[src/rtl/sd_init_sequencer.sv]
// SD card SPI-mode bring-up sequencer.
// Sequence: warmup clocks, CMD0, CMD8, CMD55/ACMD41 poll, CMD58, then done or error.
// Optional feature: define SD_INIT_SET_BLKLEN_EN to issue CMD16 (512-byte blocks)
// for standard-capacity cards before DONE.
module sd_init_sequencer #(
    parameter int unsigned WARMUP_CYCLES  = 20480,
    parameter int unsigned ACMD41_RETRIES = 1000
) (
    input  logic        cpuClock,
    input  logic        reset,
    input  logic        start,
    output logic        busy,
    output logic        done,
    output logic        error,
    output logic [3:0]  errorCode,
    output logic        cardV2,
    output logic        cardSDHC,
    output logic        masterReset,
    output logic        spiClockEn,
    output logic        spiClockBS,
    output logic        cmdTransmitBit,
    output logic [5:0]  cmdIndex,
    output logic [31:0] cmdArgument,
    output logic [1:0]  readMode,
    output logic        commStart,
    input  logic        commFinish,
    input  logic [39:0] readResponse,
    input  logic        masterError
);

    localparam int unsigned WarmW  = $clog2(WARMUP_CYCLES + 1);
    localparam int unsigned RetryW = $clog2(ACMD41_RETRIES + 1);

    typedef enum logic [3:0] {
        StIdle, StRst0, StRst1, StWarmup, StCmd0, StCmd8, StCmd55, StAcmd41, StCmd58,
        StDone, StError
`ifdef SD_INIT_SET_BLKLEN_EN
        , StCmd16
`endif
    } state_e;

    // Handshake phase inside a command state.
    typedef enum logic [1:0] {PhIssue, PhWait, PhDrain} phase_e;

    state_e            state_q, state_d;
    phase_e            phase_q, phase_d;
    logic [WarmW-1:0]  warm_cnt_q, warm_cnt_d;
    logic [RetryW-1:0] retry_q, retry_d;
    logic [RetryW-1:0] retry_inc;
    logic [39:0]       resp_q, resp_d;
    logic              card_v2_q, card_v2_d;
    logic              card_sdhc_q, card_sdhc_d;
    logic [3:0]        err_code_q, err_code_d;
    logic              start_q, start_prev_q;
    logic              start_edge;
    logic              is_cmd;
    logic [7:0]        r1_single, r1_wide;
    logic              unused_resp;

    assign start_edge  = start_q & ~start_prev_q;
    assign r1_single   = resp_q[7:0];
    assign r1_wide     = resp_q[39:32];
    assign retry_inc   = retry_q + RetryW'(1);
    assign unused_resp = ^{resp_q[31], resp_q[29:12]};
    assign is_cmd      = (state_q == StCmd0) || (state_q == StCmd8) || (state_q == StCmd55) ||
`ifdef SD_INIT_SET_BLKLEN_EN
                         (state_q == StCmd16) ||
`endif
                         (state_q == StAcmd41) || (state_q == StCmd58);

    // Register the start input and its previous value for edge detection.
    always_ff @(posedge cpuClock or negedge reset) begin
        if (!reset) begin
            start_q      <= 1'b0;
            start_prev_q <= 1'b0;
        end else begin
            start_q      <= start;
            start_prev_q <= start_q;
        end
    end

    // State and datapath registers.
    always_ff @(posedge cpuClock or negedge reset) begin
        if (!reset) begin
            state_q     <= StIdle;
            phase_q     <= PhIssue;
            warm_cnt_q  <= '0;
            retry_q     <= '0;
            resp_q      <= '0;
            card_v2_q   <= 1'b0;
            card_sdhc_q <= 1'b0;
            err_code_q  <= 4'd0;
        end else begin
            state_q     <= state_d;
            phase_q     <= phase_d;
            warm_cnt_q  <= warm_cnt_d;
            retry_q     <= retry_d;
            resp_q      <= resp_d;
            card_v2_q   <= card_v2_d;
            card_sdhc_q <= card_sdhc_d;
            err_code_q  <= err_code_d;
        end
    end

    // Next-state: restart, master error, warmup count, command handshake and branching.
    always_comb begin
        state_d     = state_q;
        phase_d     = phase_q;
        warm_cnt_d  = warm_cnt_q;
        retry_d     = retry_q;
        resp_d      = resp_q;
        card_v2_d   = card_v2_q;
        card_sdhc_d = card_sdhc_q;
        err_code_d  = err_code_q;
        if (start_edge) begin
            state_d     = StRst0;
            phase_d     = PhIssue;
            card_v2_d   = 1'b0;
            card_sdhc_d = 1'b0;
            err_code_d  = 4'd0;
        end else if (is_cmd && masterError) begin
            state_d    = StError;
            err_code_d = 4'd5;
        end else begin
            case (state_q)
                StRst0: state_d = StRst1;
                StRst1: begin
                    state_d    = StWarmup;
                    warm_cnt_d = '0;
                end
                StWarmup: begin
                    if (warm_cnt_q == WarmW'(WARMUP_CYCLES - 1)) begin
                        state_d = StCmd0;
                        phase_d = PhIssue;
                        retry_d = '0;
                    end else begin
                        warm_cnt_d = warm_cnt_q + WarmW'(1);
                    end
                end
                StIdle, StDone, StError: ;
                default: begin
                    case (phase_q)
                        // Never raise commStart while the previous finish is still high.
                        PhIssue: if (!commFinish) phase_d = PhWait;
                        PhWait: begin
                            if (commFinish) begin
                                resp_d  = readResponse;
                                phase_d = PhDrain;
                            end
                        end
                        default: begin
                            if (!commFinish) begin
                                phase_d = PhIssue;
                                case (state_q)
                                    StCmd0: begin
                                        if (r1_single == 8'h01) begin
                                            state_d = StCmd8;
                                        end else begin
                                            state_d    = StError;
                                            err_code_d = 4'd1;
                                        end
                                    end
                                    StCmd8: begin
                                        if (r1_wide == 8'h01 && resp_q[11:0] == 12'h1AA) begin
                                            card_v2_d = 1'b1;
                                            state_d   = StCmd55;
                                        end else if (r1_wide[2]) begin
                                            card_v2_d = 1'b0;
                                            state_d   = StCmd55;
                                        end else begin
                                            state_d    = StError;
                                            err_code_d = 4'd2;
                                        end
                                    end
                                    StCmd55: begin
                                        if (r1_single == 8'h00 || r1_single == 8'h01) begin
                                            state_d = StAcmd41;
                                        end else begin
                                            state_d    = StError;
                                            err_code_d = 4'd4;
                                        end
                                    end
                                    StAcmd41: begin
                                        if (r1_single == 8'h00) begin
`ifdef SD_INIT_SET_BLKLEN_EN
                                            state_d = card_v2_q ? StCmd58 : StCmd16;
`else
                                            state_d = card_v2_q ? StCmd58 : StDone;
`endif
                                        end else if (r1_single == 8'h01) begin
                                            retry_d = retry_inc;
                                            if (retry_inc == RetryW'(ACMD41_RETRIES)) begin
                                                state_d    = StError;
                                                err_code_d = 4'd3;
                                            end else begin
                                                state_d = StCmd55;
                                            end
                                        end else begin
                                            state_d    = StError;
                                            err_code_d = 4'd4;
                                        end
                                    end
                                    StCmd58: begin
                                        if (r1_wide[7]) begin
                                            state_d    = StError;
                                            err_code_d = 4'd4;
                                        end else begin
                                            card_sdhc_d = resp_q[30];
`ifdef SD_INIT_SET_BLKLEN_EN
                                            state_d = resp_q[30] ? StDone : StCmd16;
`else
                                            state_d = StDone;
`endif
                                        end
                                    end
`ifdef SD_INIT_SET_BLKLEN_EN
                                    StCmd16: begin
                                        if (r1_single == 8'h00) begin
                                            state_d = StDone;
                                        end else begin
                                            state_d    = StError;
                                            err_code_d = 4'd6;
                                        end
                                    end
`endif
                                    default: ;
                                endcase
                            end
                        end
                    endcase
                end
            endcase
        end
    end

    // Outputs decoded from the registered state.
    always_comb begin
        busy           = 1'b0;
        done           = 1'b0;
        error          = 1'b0;
        masterReset    = 1'b0;
        spiClockEn     = 1'b0;
        cmdIndex       = 6'd0;
        cmdArgument    = 32'd0;
        readMode       = 2'b00;
        commStart      = 1'b0;
        spiClockBS     = 1'b0;
        cmdTransmitBit = 1'b1;
        errorCode      = err_code_q;
        cardV2         = card_v2_q;
        cardSDHC       = card_sdhc_q;
        case (state_q)
            StIdle:         masterReset = 1'b1;
            StRst0, StRst1: begin
                masterReset = 1'b1;
                busy        = 1'b1;
            end
            StWarmup: begin
                busy       = 1'b1;
                spiClockEn = 1'b1;
            end
            StDone:  done  = 1'b1;
            StError: error = 1'b1;
            default: begin
                busy       = 1'b1;
                spiClockEn = 1'b1;
                commStart  = (phase_q == PhWait);
                case (state_q)
                    StCmd8: begin
                        cmdIndex    = 6'd8;
                        cmdArgument = 32'h0000_01AA;
                        readMode    = 2'b10;
                    end
                    StCmd55:  cmdIndex = 6'd55;
                    StAcmd41: begin
                        cmdIndex    = 6'd41;
                        cmdArgument = card_v2_q ? 32'h4000_0000 : 32'd0;
                    end
                    StCmd58: begin
                        cmdIndex = 6'd58;
                        readMode = 2'b10;
                    end
`ifdef SD_INIT_SET_BLKLEN_EN
                    StCmd16: begin
                        cmdIndex    = 6'd16;
                        cmdArgument = 32'h0000_0200;
                    end
`endif
                    default: cmdIndex = 6'd0;
                endcase
            end
        endcase
    end

endmodule

[config.mk]
export PLATFORM = sky130hd
export DESIGN_NAME = sd_init_sequencer
export DESIGN_NICKNAME = d
export VERILOG_FILES = /design/src/rtl/sd_init_sequencer.sv
export SDC_FILE = /design/constraint.sdc
export NUM_CORES = 1
export LEC_CHECK = 0
export ABC_AREA = 1
export BUFFER_PORTS_ARGS = -buffer_cell sky130_fd_sc_hd__clkbuf_2
export CAP_MARGIN = 0
export CORE_MARGIN = 3
export CORE_UTILIZATION = 45
export DETAILED_ROUTE_END_ITERATION = 8
export PLACE_DENSITY = 0.67
export SYNTH_ARGS = -nofsm -noshare
export SYNTH_HDL_FRONTEND = slang
export SYNTH_SLANG_ARGS = --single-unit
[constraint.sdc]
create_clock -name cpuClock -period 5.2 [get_ports cpuClock]
set_clock_uncertainty 0.2 [all_clocks]
set_input_delay 0.52 -clock cpuClock [delete_from_list [all_inputs] [get_ports cpuClock]]
set_output_delay 0.52 -clock cpuClock [all_outputs]
set_load 0.005 [all_outputs]
# Yosys cells after proc, flatten, opt, wreduce, memory -nomap -nowiden
# Index checks and enable logic that the tools add are counted.
word_totals:
  in_bits: 45
  output_inout_bits: 54
  wordCells: 170
  ff_bits: 79
op_classes:
  eq_ne: 45
  mux: 75
  bitwise_logic: 6
  add_sub_neg: 2
  reduce_logical: 32
op_table:
  columns: ["op", "n"]
  rows:
  - ["$mux 4", 25]
  - ["$mux 31", 2]
  - ["$pmux 31 s2", 1]
  - ["$mux 10", 6]
  - ["$pmux 4 s5", 2]
  - ["$pmux 15 s2", 1]
  - ["$ne 4x4->1 const B", 6]
  - ["$pmux 6 s4", 1]
  - ["$mux 1", 22]
  - ["$pmux 10 s2", 1]
  - ["$mux 2", 9]
  - ["$reduce_and 6->1", 3]
  - ["$eq 4x3->1 const B", 4]
  - ["$eq 8x1->1 const B", 2]
  - ["$ne 2x1->1 const B", 8]
  - ["$pmux 4 s4", 1]
  - ["$add 15x1->15 const B", 1]
  - ["$eq 15x15->1 const B", 1]
  - ["$mux 15", 1]
  - ["$eq 12x9->1 const B", 1]
  - ["$eq 4x4->1 const B", 3]
  - ["$ne 3x1->1 const B", 4]
  - ["$ne 4x3->1 const B", 3]
  - ["$ne 6x1->1 const B", 2]
  - ["30 further kinds", 50]

# Logic depth before layout (Yosys ltp)
logic_depth:
  ltp_word: 11
  mapped_depth: 14
  ltp_nobuf: 14

# Worst setup path before layout
# No wires, ideal clock.
synth_timing:
  kind: "register to register"
  startpoint: "register warm_cnt_q[0]"
  endpoint: "register retry_q[5]"
  setup_time_ns: 0.083
  path_stages_with_launch: 11
  t_required_ns: 4.917
  setup_slack_ns: 3.277
  n_path_buf: 1
  period_less_slack_ns: 1.923
  arrival_ns: 1.640
  path_cell_list: "dfrtp_1 ha_1 inv_1 nor3_2 nand4_1 o21ai_2 nand2_2 clkinv_2 buf_6 nand3_1 o21ai_0"
synth_between:
  elab_chain_len: 3
synth_rtl:
  columns: ["element", "line", "text"]
  rows:
  - ["from (decl)", "47", "logic [WarmW-1:0] warm_cnt_q, warm_cnt_d;"]
  - ["from (signal assigned)", "96", "warm_cnt_q <= warm_cnt_d;"]
  - ["$eq 15x15->1", "132", "if (warm_cnt_q == WarmW'(WARMUP_CYCLES - 1)) begin"]
  - ["$ne 2x2->1 (no source line)", null, null]
  - ["$reduce_and 9->1 (no source line)", null, null]
  - ["to (signal assigned)", "97", "retry_q <= retry_d;"]
  - ["to (decl)", "48", "logic [RetryW-1:0] retry_q, retry_d;"]
# Every way passes these cells.
# A chain may end at the register's enable or synchronous reset.

# Final worst setup path
layout_timing:
  startpoint: "register state_q[0]"
  endpoint: "register warm_cnt_q[0]"
layout_between:
  elab_chain_len: 8
  word_cells_on_any_way: 17
  cone_classes: "8 x eq/ne; 1 x mux; 1 x bitwise; 7 x reduce/logical"
layout_rtl:
  columns: ["element", "line", "text"]
  rows:
  - ["from (decl)", "45", "state_e state_q, state_d;"]
  - ["from (signal assigned)", "85", "state_q <= StIdle;"]
  - ["from (signal assigned)", "94", "state_q <= state_d;"]
  - ["$eq 4x3->1", "65", "assign is_cmd = (state_q == StCmd0) || (state_q == StCmd8) || (state_q == StCmd55) ||"]
  - ["$logic_or 1x1->1 (4 in series)", "65", null]
  - ["$logic_and 1x1->1", "121", "end else if (is_cmd && masterError) begin"]
  - ["$not 1->1 (no source line)", null, null]
  - ["$reduce_and 4->1 (no source line)", null, null]
# Parallel ways exist; a longest one is shown, timed or not.

==> flow_metrics.tcl <==
set metrics [dict create \
    run_status "completed" \
    numCtsBuffers 9 \
    total_leakage_power_nw 2.24 \
    timing.fmax_mhz 360 \
    drt_iter0_markers 179 \
    ff2ff_path_depth 11 \
    cts-resized-gates 0 \
    root_buffer "clkbuf_8" \
    worstSetupPathType "flip-flop to flip-flop" \
    synthesis.area_um2 3890 \
    ant_nets 0 \
    critical-path-top-delay-family "simple AND/OR/NAND/NOR gates" \
    worst_pin_slew_ns 0.759 \
    cts_tree "done" \
    hp-class "input pin to flip-flop" \
    hp-start "start" \
    dp_hpwl_um 6430 \
    setup_viol 0 \
    post-cts-setup-buffer-count 0 \
    dieArea_um2 9800 \
    wl_met1_um 3630 \
    cp-start-kind "flip-flop" \
    ys.warnings.count 0 \
    hold-path-endpoint "start_q$_DFF_PN0_" \
    grt_start_max_net_pins 60 \
    yosysMostFrequentCell "nand2_1" \
    p_sw_share_pct 41.5 \
    synth_async_sr_flop_share_pct 100 \
    maxUsedRoutingLayer "met4" \
    port_buffers 49 \
    fin_util_pct 51.2 \
    yosysUniqueCellTypes 36 \
    wire_per_inst_um 12.6 \
    cts_hold_buf 0 \
    drc_errors 0 \
    clkTransAtPathRegs_ns 0.07 \
    nNetsFinal 628 \
    drive_gt1_share_pct 16.9 \
    yosysSeqAreaShare_pct 37.9 \
    num_rows 33 \
    start_util_pct 46.9 \
    ctsLongestPathBuffers 2 \
    yosys-top-cells-count "nand2_1, nor2_1, inv_1" \
    firstDrtPassIters 6 \
    avgSynthCellArea_um2 7.26 \
    slowest_delay_ns 0.59 \
    die_x_um 99.0 \
    cts_sinks 59 \
    area_delta_synth_final_pct 9.16 \
    relSlewSlack_pct 49.2 \
    vdd_drop_max_mv 0.259 \
    h-tree-depth 3 \
    num-fill-cells 792 \
    dr_wl_met3_um 578 \
    synth_area_leaders "dfrtp_1, nand2_1, nor2_1" \
    synth-main-ff-cell "dfrtp_1" \
    core_um2 8300 \
    vias 3504 \
    seqPwrFrac_pct 35.9 \
    grt_setup_unrepaired "no" \
    r2r-start "state_q[0]$_DFFE_PN0P_" \
    yosysTopAreaCell "dfrtp_1" \
    path_max_fanout 25 \
    synth-seq-cells 59 \
    insertion_delay_ns 0.34 \
    rr_endpoint "warm_cnt_q[0]$_DFFE_PN0P_" \
    min_period_ns 2.78 \
    first_global_vias 3431 \
    path_buf_inv 2 \
    worstHoldPathCells 1 \
    grt_overflow 0 \
    num_antenna_cells 0 \
    switching_power_mw 0.805 \
    io_pins 99 \
    cap_viol_max_count 0 \
    worst_path_most_repeated_cell "nand2_2" \
    synth.top_cell.area_share_pct 37.9 \
    pwr-share-clk_pct 23.7 \
    maxSlewViolCount 0 \
    met2_length_um 4300 \
    hold_violations 0 \
    rrSetupSlack_ns 2.42 \
    grt_pass1_wl_um 14900 \
    synth-edff-count 0 \
    arrival_ns 2.79 \
    synth_cells 536 \
    vias_per_cell 5.08 \
    p_per_area_nw_per_um2 457 \
    antenna_found_initial 0 \
    p_int_mw 1.14 \
    wirelength_um 8710 \
    gp_congestion 0.906 \
    gr-usage-all-layers_pct 18.5 \
    die_h_um 99.0 \
    fin_crit_sh_pct 53.4 \
    path_cells "nor2_1, nand2_2, nand2_2, nand2_2, nand2_2, clkinv_2, nand2_2, nor3_4, inv_1, nand2_1, o31ai_1" \
    slowest_stage "nor3_4" \
    combinationalPowerShare_pct 40.4 \
    required_ns 5.21 \
    tns_ns 0 \
    end_kind "flip-flop" \
]
state kept, by name, indices dropped and copies added (netlist names):
signal and flops:
resp_q 21, warm_cnt_q 15, retry_q 10, state_q 4
errorCode 3, phase_q 2, cardSDHC 1, cardV2 1
start_prev_q 1, start_q 1
worst register-to-register path: stages (launching register included):
cell	delay (ns)
dfrtp_1	0.48
nor2_1	0.14
nand2_2	0.13
nand2_2	0.07
nand2_2	0.26
nand2_2	0.16
clkinv_2	0.11
nand2_2	0.07
nor3_4	0.59
inv_1	0.27
nand2_1	0.11
o31ai_1	0.07
power groups by stage:
stage               combinational, mW  clock [mW]  sequential (mW)
floorplan                       0.624           0            0.674
global placement                0.763           0            0.694
detailed placement              0.782           0            0.699
CTS                             0.785       0.473            0.693
global route                    0.903       0.497            0.712
finish                          0.784       0.460            0.696
how the worst max path moves through the flow:
stage	cells past startpoint	endpoint	from	slack, ns
floorplan	10	retry_q[5]$_DFFE_PN0P_	warm_cnt_q[0]$_DFFE_PN0P_	3.28
global placement	12	warm_cnt_q[0]$_DFFE_PN0P_	state_q[2]$_DFFE_PN0P_	2.47
detailed placement	12	warm_cnt_q[0]$_DFFE_PN0P_	state_q[2]$_DFFE_PN0P_	2.43
CTS	12	warm_cnt_q[0]$_DFFE_PN0P_	state_q[2]$_DFFE_PN0P_	2.41
global route	12	warm_cnt_q[0]$_DFFE_PN0P_	state_q[2]$_DFFE_PN0P_	2.16
finish	11	warm_cnt_q[0]$_DFFE_PN0P_	state_q[0]$_DFFE_PN0P_	2.42
per-stage QoR:
| stage | worst slack, ns | power [mW] | instance area (µm²) | hold slack (ns) | std cells |
|---|---|---|---|---|---|
| 5_1_grt | 2.16 | 2.11 | 4250 | 0.0720 | 690 |
| 2_1_floorplan | 3.28 | 1.30 | 4000 | 0.0244 | 564 |
| 4_1_cts | 2.41 | 1.95 | 4250 | 0.0662 | 690 |
| 3_3_place_gp | 2.47 | 1.46 | 4030 | 0.158 | 675 |
| 6_report | 2.42 | 1.94 | 4250 | 0.0822 | 690 |
| 3_5_place_dp | 2.43 | 1.48 | 4030 | 0.167 | 675 |
area by class of cell:
class	count	area (µm²)	share of cell area, %
Multi-Input combinational cell	392	1910	44.9
Sequential cell	59	1480	34.8
Inverter	69	264	6.22
Timing Repair Buffer	50	253	5.95
Clock buffer	10	138	3.24
Tap cell	105	131	3.09
Clock inverter	5	77.6	1.83
kinds of logic after synthesis:
family	Yosys count	synth area share, %
and+or+nand+nor	280	32.0
muxes	8	2.51
other	2	0.193
DFF	59	37.9
buffers and inverters	113	15.7
adders and majority gates	2	0.643
xor gates and xnor gates	8	1.80
AOI/OAI and AO/OA	64	9.20
per-layer routing:
metal,track usage [%],vias up
met2,30.8,123
met5,0,-
li1,-,1753
met4,8.09,0
met3,5.94,22
met1,21.9,1606
cell usage in the layout, fill, tap and decap left out, types with 10 or more instances in the layout:
cell type,instances
nand3_1,39
clkbuf_8,10
a21oi_1,27
nand4_1,18
conb_1,30
o21ai_0,21
clkbuf_2,49
nand2_1,119
inv_1,63
dfrtp_1,59
nor2_1,75
Power figures use the tool's default switching activity.
